<file path="src/rtl/seq_match_ctrl_if.sv">
// -----------------------------------------------------------------------------
// seq_match_ctrl_if
// Bundles the configuration, control, byte-stream handshake and match-report
// signals of seq_match_ctrl.
//   master : drives cfg_we/cfg_pattern/cfg_len/cfg_overlap, start/stop,
//            in_valid/in_data; observes in_ready, match_pulse, match_count, busy.
//   slave  : the controller side (the mirror image).
// Handshake: a byte transfers on a rising clk edge where in_valid && in_ready
// are both high. in_data only has to be stable at that edge. in_ready never
// depends on in_valid, and a byte offered while in_ready is low simply waits.
// -----------------------------------------------------------------------------
interface seq_match_ctrl_if #(
    parameter int MAX_LEN = 8,
    parameter int LEN_W   = 4,
    parameter int CNT_W   = 8
);
    logic               cfg_we;
    logic [MAX_LEN-1:0] cfg_pattern;
    logic [LEN_W-1:0]   cfg_len;
    logic               cfg_overlap;
    logic               start;
    logic               stop;
    logic               in_valid;
    logic [7:0]         in_data;
    logic               in_ready;
    logic               match_pulse;
    logic [CNT_W-1:0]   match_count;
    logic               busy;

    modport master (
        output cfg_we, cfg_pattern, cfg_len, cfg_overlap, start, stop,
               in_valid, in_data,
        input  in_ready, match_pulse, match_count, busy
    );

    modport slave (
        input  cfg_we, cfg_pattern, cfg_len, cfg_overlap, start, stop,
               in_valid, in_data,
        output in_ready, match_pulse, match_count, busy
    );
endinterface

</file>
<file path="src/rtl/seq_match_ctrl.sv">
// -----------------------------------------------------------------------------
// seq_match_ctrl
// Runtime-programmable serial pattern matcher. Bytes arrive over the bus
// handshake and are serialised MSB first into a MAX_LEN-bit history register.
// A match is flagged when the newest len bits equal the programmed pattern.
// Matches are reported as a one-cycle pulse and counted in a saturating
// counter.
// Ports:
//   clk         rising-edge clock
//   rst         asynchronous, active-high reset
//   bus         seq_match_ctrl_if.slave (config, control, byte stream, status)
//   dbg_state_o current FSM state (IDLE=0, ARMED=1, SHIFT=2)
// -----------------------------------------------------------------------------
module seq_match_ctrl #(
    parameter int MAX_LEN = 8,
    parameter int LEN_W   = 4,
    parameter int CNT_W   = 8
) (
    input  logic                 clk,
    input  logic                 rst,
    seq_match_ctrl_if.slave      bus,
    output logic [1:0]           dbg_state_o
);

    typedef enum logic [1:0] {
        IDLE  = 2'd0,
        ARMED = 2'd1,
        SHIFT = 2'd2
    } state_t;

    state_t             state_q;
    logic [MAX_LEN-1:0] pat_q;
    logic [LEN_W-1:0]   len_q;
    logic               ovl_q;
    logic [MAX_LEN-1:0] hist_q;
    logic [LEN_W-1:0]   fill_q;
    logic [7:0]         byte_q;
    logic [2:0]         idx_q;
    logic               pulse_q;
    logic [CNT_W-1:0]   count_q;

    logic [MAX_LEN-1:0] hist_d;
    logic [LEN_W-1:0]   fill_d;
    logic [MAX_LEN-1:0] len_mask;
    logic [LEN_W-1:0]   len_clamped;
    logic               hit;
    logic               in_ready_w;
    logic               handshake;

    // Post-shift view of the matcher: the match decision looks at the history
    // and fill as they will be after this cycle's bit has been shifted in.
    always_comb begin
        len_mask = '0;
        for (int i = 0; i < MAX_LEN; i++) begin
            len_mask[i] = (LEN_W'(i) < len_q);
        end
        hist_d      = {hist_q[MAX_LEN-2:0], byte_q[idx_q]};
        fill_d      = (fill_q == LEN_W'(MAX_LEN)) ? fill_q : fill_q + LEN_W'(1);
        hit         = (len_q != '0) && (fill_d >= len_q) &&
                      ((hist_d & len_mask) == (pat_q & len_mask));
        len_clamped = (bus.cfg_len > LEN_W'(MAX_LEN)) ? LEN_W'(MAX_LEN) : bus.cfg_len;
    end

    // Ready in ARMED and on the last bit of a byte, so a held in_valid streams
    // one byte every 8 cycles without a gap.
    assign in_ready_w = (state_q == ARMED) || ((state_q == SHIFT) && (idx_q == 3'd0));
    assign handshake  = bus.in_valid && in_ready_w;

    always_ff @(posedge clk or posedge rst) begin
        if (rst) begin
            state_q <= IDLE;
            pat_q   <= '0;
            len_q   <= '0;
            ovl_q   <= 1'b0;
            hist_q  <= '0;
            fill_q  <= '0;
            byte_q  <= '0;
            idx_q   <= '0;
            pulse_q <= 1'b0;
            count_q <= '0;
        end else begin
            pulse_q <= 1'b0;
            case (state_q)
                IDLE: begin
                    if (bus.cfg_we) begin
                        pat_q <= bus.cfg_pattern;
                        len_q <= len_clamped;
                        ovl_q <= bus.cfg_overlap;
                    end
                    // stop has priority over a simultaneous start
                    if (bus.start && !bus.stop) begin
                        state_q <= ARMED;
                        hist_q  <= '0;
                        fill_q  <= '0;
                        count_q <= '0;
                    end
                end
                ARMED: begin
                    if (bus.stop) begin
                        state_q <= IDLE;
                        fill_q  <= '0;
                    end else if (handshake) begin
                        byte_q  <= bus.in_data;
                        idx_q   <= 3'd7;
                        state_q <= SHIFT;
                    end
                end
                SHIFT: begin
                    if (bus.stop) begin
                        // the bit in flight is discarded, so no pulse for it
                        state_q <= IDLE;
                        fill_q  <= '0;
                    end else begin
                        hist_q <= hist_d;
                        idx_q  <= idx_q - 3'd1;
                        if (hit) begin
                            pulse_q <= 1'b1;
                            if (count_q != {CNT_W{1'b1}}) begin
                                count_q <= count_q + CNT_W'(1);
                            end
                            // non-overlap: matched bits may not be reused
                            fill_q <= ovl_q ? fill_d : '0;
                        end else begin
                            fill_q <= fill_d;
                        end
                        if (idx_q == 3'd0) begin
                            if (bus.in_valid) begin
                                byte_q <= bus.in_data;
                                idx_q  <= 3'd7;
                            end else begin
                                state_q <= ARMED;
                            end
                        end
                    end
                end
                default: state_q <= IDLE;
            endcase
        end
    end

    assign bus.in_ready    = in_ready_w;
    assign bus.match_pulse = pulse_q;
    assign bus.match_count = count_q;
    assign bus.busy        = (state_q != IDLE);
    assign dbg_state_o     = state_q;

endmodule
</file>
<file path="src/flat_wrapper.sv">
// flat-port wrapper written by rule: the top's interface ports become plain ports
module seq_match_ctrl_flat 
#(
    parameter int MAX_LEN = 8,
    parameter int LEN_W   = 4,
    parameter int CNT_W   = 8
)
  (clk, rst, dbg_state_o, bus_cfg_we, bus_cfg_pattern, bus_cfg_len, bus_cfg_overlap, bus_start, bus_stop, bus_in_valid, bus_in_data, bus_in_ready, bus_match_pulse, bus_match_count, bus_busy);
  seq_match_ctrl_if #(.MAX_LEN(MAX_LEN), .LEN_W(LEN_W), .CNT_W(CNT_W)) bus_i ();
  input  logic clk;
  input  logic rst;
  output logic [1:0] dbg_state_o;
  input wire logic [$bits(bus_i.cfg_we)-1:0] bus_cfg_we;
  input wire logic [$bits(bus_i.cfg_pattern)-1:0] bus_cfg_pattern;
  input wire logic [$bits(bus_i.cfg_len)-1:0] bus_cfg_len;
  input wire logic [$bits(bus_i.cfg_overlap)-1:0] bus_cfg_overlap;
  input wire logic [$bits(bus_i.start)-1:0] bus_start;
  input wire logic [$bits(bus_i.stop)-1:0] bus_stop;
  input wire logic [$bits(bus_i.in_valid)-1:0] bus_in_valid;
  input wire logic [$bits(bus_i.in_data)-1:0] bus_in_data;
  output wire logic [$bits(bus_i.in_ready)-1:0] bus_in_ready;
  output wire logic [$bits(bus_i.match_pulse)-1:0] bus_match_pulse;
  output wire logic [$bits(bus_i.match_count)-1:0] bus_match_count;
  output wire logic [$bits(bus_i.busy)-1:0] bus_busy;
  assign bus_i.cfg_we = bus_cfg_we;
  assign bus_i.cfg_pattern = bus_cfg_pattern;
  assign bus_i.cfg_len = bus_cfg_len;
  assign bus_i.cfg_overlap = bus_cfg_overlap;
  assign bus_i.start = bus_start;
  assign bus_i.stop = bus_stop;
  assign bus_i.in_valid = bus_in_valid;
  assign bus_i.in_data = bus_in_data;
  assign bus_in_ready = bus_i.in_ready;
  assign bus_match_pulse = bus_i.match_pulse;
  assign bus_match_count = bus_i.match_count;
  assign bus_busy = bus_i.busy;
  seq_match_ctrl #(.MAX_LEN(MAX_LEN), .LEN_W(LEN_W), .CNT_W(CNT_W)) u_core (.clk(clk), .rst(rst), .bus(bus_i), .dbg_state_o(dbg_state_o));
endmodule
</file>
<file path="config.mk">
export PLATFORM = sky130hd
export DESIGN_NAME = seq_match_ctrl_flat
export DESIGN_NICKNAME = d
export VERILOG_FILES = /design/src/rtl/seq_match_ctrl_if.sv /design/src/rtl/seq_match_ctrl.sv /design/src/flat_wrapper.sv
export SDC_FILE = /design/constraint.sdc
export NUM_CORES = 1
export LEC_CHECK = 0
export BUFFER_PORTS_ARGS = -buffer_cell sky130_fd_sc_hd__buf_2
export CAP_MARGIN = 20
export CORE_ASPECT_RATIO = 0.8
export CORE_MARGIN = 4
export CORE_UTILIZATION = 40
export CTS_BUF_LIST = sky130_fd_sc_hd__clkbuf_2 sky130_fd_sc_hd__clkbuf_4 sky130_fd_sc_hd__clkbuf_8
export DETAILED_ROUTE_END_ITERATION = 8
export MAX_ROUTING_LAYER = met4
export PLACE_DENSITY = 0.61
export SLEW_MARGIN = 0
export SYNTH_ARGS = -nofsm -noshare
export SYNTH_HDL_FRONTEND = slang
export SYNTH_SLANG_ARGS = --single-unit
</file>
<file path="constraint.sdc">
create_clock -name clk -period 2.7 [get_ports clk]
set_clock_uncertainty 0.2 [all_clocks]
set_input_delay 0.27 -clock clk [delete_from_list [all_inputs] [get_ports clk]]
set_output_delay 0.27 -clock clk [all_outputs]
set_load 0.01 [all_outputs]
</file>
==> results.sh <==
export IMPL_finalCriticalPeriod_ps=2740
export IMPL_h_tree_depth=2
export IMPL_path_cells="inv_2 > ha_4 > nand2_4 > nor2_4 > xnor2_4 > ha_1 > nand2b_4 > a2111oi_4 > nor2_1 > nand4_1 > buf_6 > nor3_4 > mux2_4"
export IMPL_drtPass1Iterations=4
export IMPL_cts_buffer_depth=2
export IMPL_synthFlopType="dfrtp_1"
export IMPL_max_freq_ghz=0.364
export IMPL_netlist_area_um2=2490
export IMPL_ys_seq_area_frac=0.462
export IMPL_drive_gt1_frac=0.350
export IMPL_synth_xor_area_frac=0.0386
export IMPL_dp_hpwl_um=4040
export IMPL_ant_nets=0
export IMPL_postSynthCellCount=236
export IMPL_gp_congestion=0.780
export IMPL_globalRouteTotalUtil=0.174
export IMPL_die_h_um=78.6
export IMPL_async_flop_share=1.00
export IMPL_synth_compound_area_frac=0.133
export IMPL_grt_antenna_before_repair=0
export IMPL_wl_per_cell_um=14.3
export IMPL_yosys_top_cells_area="dfrtp_1 46%, mux2_2 8.1%, ha_1 4.5%"
export IMPL_die_w_um=96.3
export IMPL_critPathBufInv=2
export IMPL_start_kind="register"
export IMPL_syn2layout_area_growth_pct=33.2
export IMPL_clk_pin_slew_ps=80
export IMPL_dp_slack_ps=-154
export IMPL_crit_type="register to register"
export IMPL_synthMuxAreaShare=0.123
export IMPL_clk_latency_ps=300
export IMPL_power_total_mw=1.87
export IMPL_grt_overflow=0
export IMPL_fin_nets=349
export IMPL_synth_area_per_cell_um2=10.6
export IMPL_vias=2013
export IMPL_outcome="complete, but fails checks"
export IMPL_period_share=1.02
export IMPL_ys_types=48
export IMPL_cp_max_fo=3
export IMPL_startpoint="u_core.fill_q[0]$_DFFE_PP0P_"
export IMPL_start_util=0.417
export IMPL_cts_sinks=46
export IMPL_n_fill_cell=541
export IMPL_yosysTopAreaCellShare=0.462
export IMPL_grt_setup_unrepaired="yes"
export IMPL_hold_ws_ps=8.65
export IMPL_p_leak_nw=1.49
export IMPL_slowest_stage="dfrtp_1"
export IMPL_synthSimpleGateAreaFrac=0.166
export IMPL_setup_ws_ps=-43.8
export IMPL_setup_viol_count_final=2
export IMPL_io_pins=40
export IMPL_crit_path_end_kind="register"
export IMPL_synth_seq_cells=46
export IMPL_worst_ep_arrival_time_ps=2730
export IMPL_synthAdderAreaFrac=0.0452
export IMPL_cpLargestDelayFamily="simple AND/OR/NAND/NOR gates"
export IMPL_worstHoldPathType="input pin to register"
export IMPL_grt_pass1_wl_um=9960
export IMPL_dieArea_um2=7570
export IMPL_synth_edf_count=0
export IMPL_clock_root_buffer="clkbuf_8"
export IMPL_cp_required_ps=2690
export IMPL_ir_worst_vdd_mv=0.288
export IMPL_hold_viol=0
export IMPL_r2r_start="u_core.fill_q[0]$_DFFE_PP0P_"
export IMPL_synth_top_family_by_area="simple AND/OR/NAND/NOR gates"
export IMPL_cts_tree="done"
export IMPL_core_area_um2=5970
export IMPL_power_density_nw_per_um2=564
export IMPL_num_rows=25
export IMPL_layout_common_cells="46 x dfrtp_1, 39 x buf_2, 29 x nand2_1"
export IMPL_synth_nets=272
export IMPL_grt_pass1_vias=2117
export IMPL_diodes=0
export IMPL_drcViolationCount=0
export IMPL_synth_largest_area_cell="dfrtp_1"
export IMPL_grt_max_degree=21
export IMPL_maxSlewHeadroom=0.621
export IMPL_worstMarginPinSlew_ps=567
export IMPL_cts_inserted_buffers=5
export IMPL_mostFrequentLayoutCell="dfrtp_1"
export IMPL_min_from="bus_cfg_len[1]"
export IMPL_viasPerCell=5.10
export IMPL_drv_cap=0
export IMPL_portBuffers=39
export IMPL_drtIter0Drc=69
export IMPL_finalWirelength_um=5650
export IMPL_violations="setup timing"
export IMPL_maxSlewViolCount=0
export IMPL_cp_slowest_stage_delay_ps=400
export IMPL_ys_warn_count=0
state kept, by name (all words and copies together), names as in the netlist:
name,count
u_core.fill_q,4
u_core.bus.match_count,8
u_core.bus.match_pulse,1
u_core.ovl_q,1
u_core.len_q,4
u_core.idx_q,3
u_core.dbg_state_o,2
u_core.byte_q,8
u_core.hist_q,7
u_core.pat_q,8
cell families after synthesis:
kind of cell    after synthesis
compound gates               51
xor+xnor                     11
fa+ha+maj                     9
buf+inv                      19
flops                        46
mux                          24
simple gates                 76
timing repair:
action / 4_1_cts / 5_1_grt
endpoints found under the setup margin: 9 / 12
resized for setup: 7 / 16
buffers inserted: 5 / 2
pin swaps: 7 / 11
endpoints found under the hold margin: 31 / 0
hold buffers: 18 / 0
per-stage QoR:
stage	std cells	area, um^2	util	TNS [ps]
2_1_floorplan	236	2510	-	0
3_3_place_gp	364	2890	0.483	-406
3_5_place_dp	364	2890	0.483	-891
4_1_cts	395	3250	0.543	-20.8
5_1_grt	395	3320	0.556	-1630
6_report	395	3320	0.556	-47.6
per-layer routing:
layer,global-route usage,up-vias,routed length (um)
li1,-,1001,-
met1,0.240,968,2810
met2,0.258,37,2530
met3,0.0364,7,239
met4,0.0526,0,63
met5,-,-,0
worst min-delay path, delay by kind of cell:
family	cells	cell delay (ps)
AND/OR/NAND/NOR	1	60
buffers and inverters	1	70
AO/OA/AOI/OAI	1	70
cell usage after synthesis, types with 2 or more instances:
| library cell | number |
|---|---|
| a211oi_1 | 2 |
| a21oi_1 | 6 |
| a22o_1 | 3 |
| and3_1 | 2 |
| and4_1 | 2 |
| clkbuf_1 | 5 |
| dfrtp_1 | 46 |
| ha_1 | 9 |
| inv_1 | 11 |
| mux2_2 | 18 |
| mux2i_1 | 3 |
| mux4_1 | 2 |
| nand2_1 | 30 |
| nand2b_1 | 4 |
| nand3_1 | 7 |
| nand3b_1 | 4 |
| nor2_1 | 11 |
| nor2b_1 | 2 |
| nor4_2 | 2 |
| nor4b_1 | 2 |
| nor4b_2 | 2 |
| o211ai_1 | 2 |
| o21ai_0 | 17 |
| o21ai_1 | 7 |
| o22a_1 | 5 |
| xnor2_1 | 9 |
| xor2_1 | 2 |
worst paths after layout:
path                       cells past startpoint  slack [ps]                               endpoint
setup / recovery                              13         -40  u_core.bus.match_count[0]$_DFFE_PP0P_
hold / removal                                 3           9            u_core.len_q[1]$_DFFE_PP0P_
setup reg to reg                              13         -40  u_core.bus.match_count[0]$_DFFE_PP0P_
hold reg to reg                                1         310           u_core.byte_q[1]$_DFFE_PP0P_
max in group asynchronous                      4        1470           u_core.hist_q[6]$_DFFE_PP0P_
min in group asynchronous                      3         250           u_core.fill_q[2]$_DFFE_PP0P_
power by group:
part           internal (mW)  switching (mW)  total (mW)  leakage [nW]
registers              0.782          0.0791       0.861         0.589
clock network          0.297           0.228       0.525        0.0593
logic                  0.273           0.214       0.487         0.844
total                   1.35           0.521        1.87          1.49
layout make-up:
type	count	area (um^2)	share of cell area
clock buffers	7	83.8	0.0252
clock inverters	1	30.0	0.00904
inverters	12	45.0	0.0136
multi-input cells	171	1370	0.414
flip-flops and latches	46	1150	0.347
well taps	81	101	0.0305
repair buffers	77	537	0.162
(Power assumes the default switching activity.)
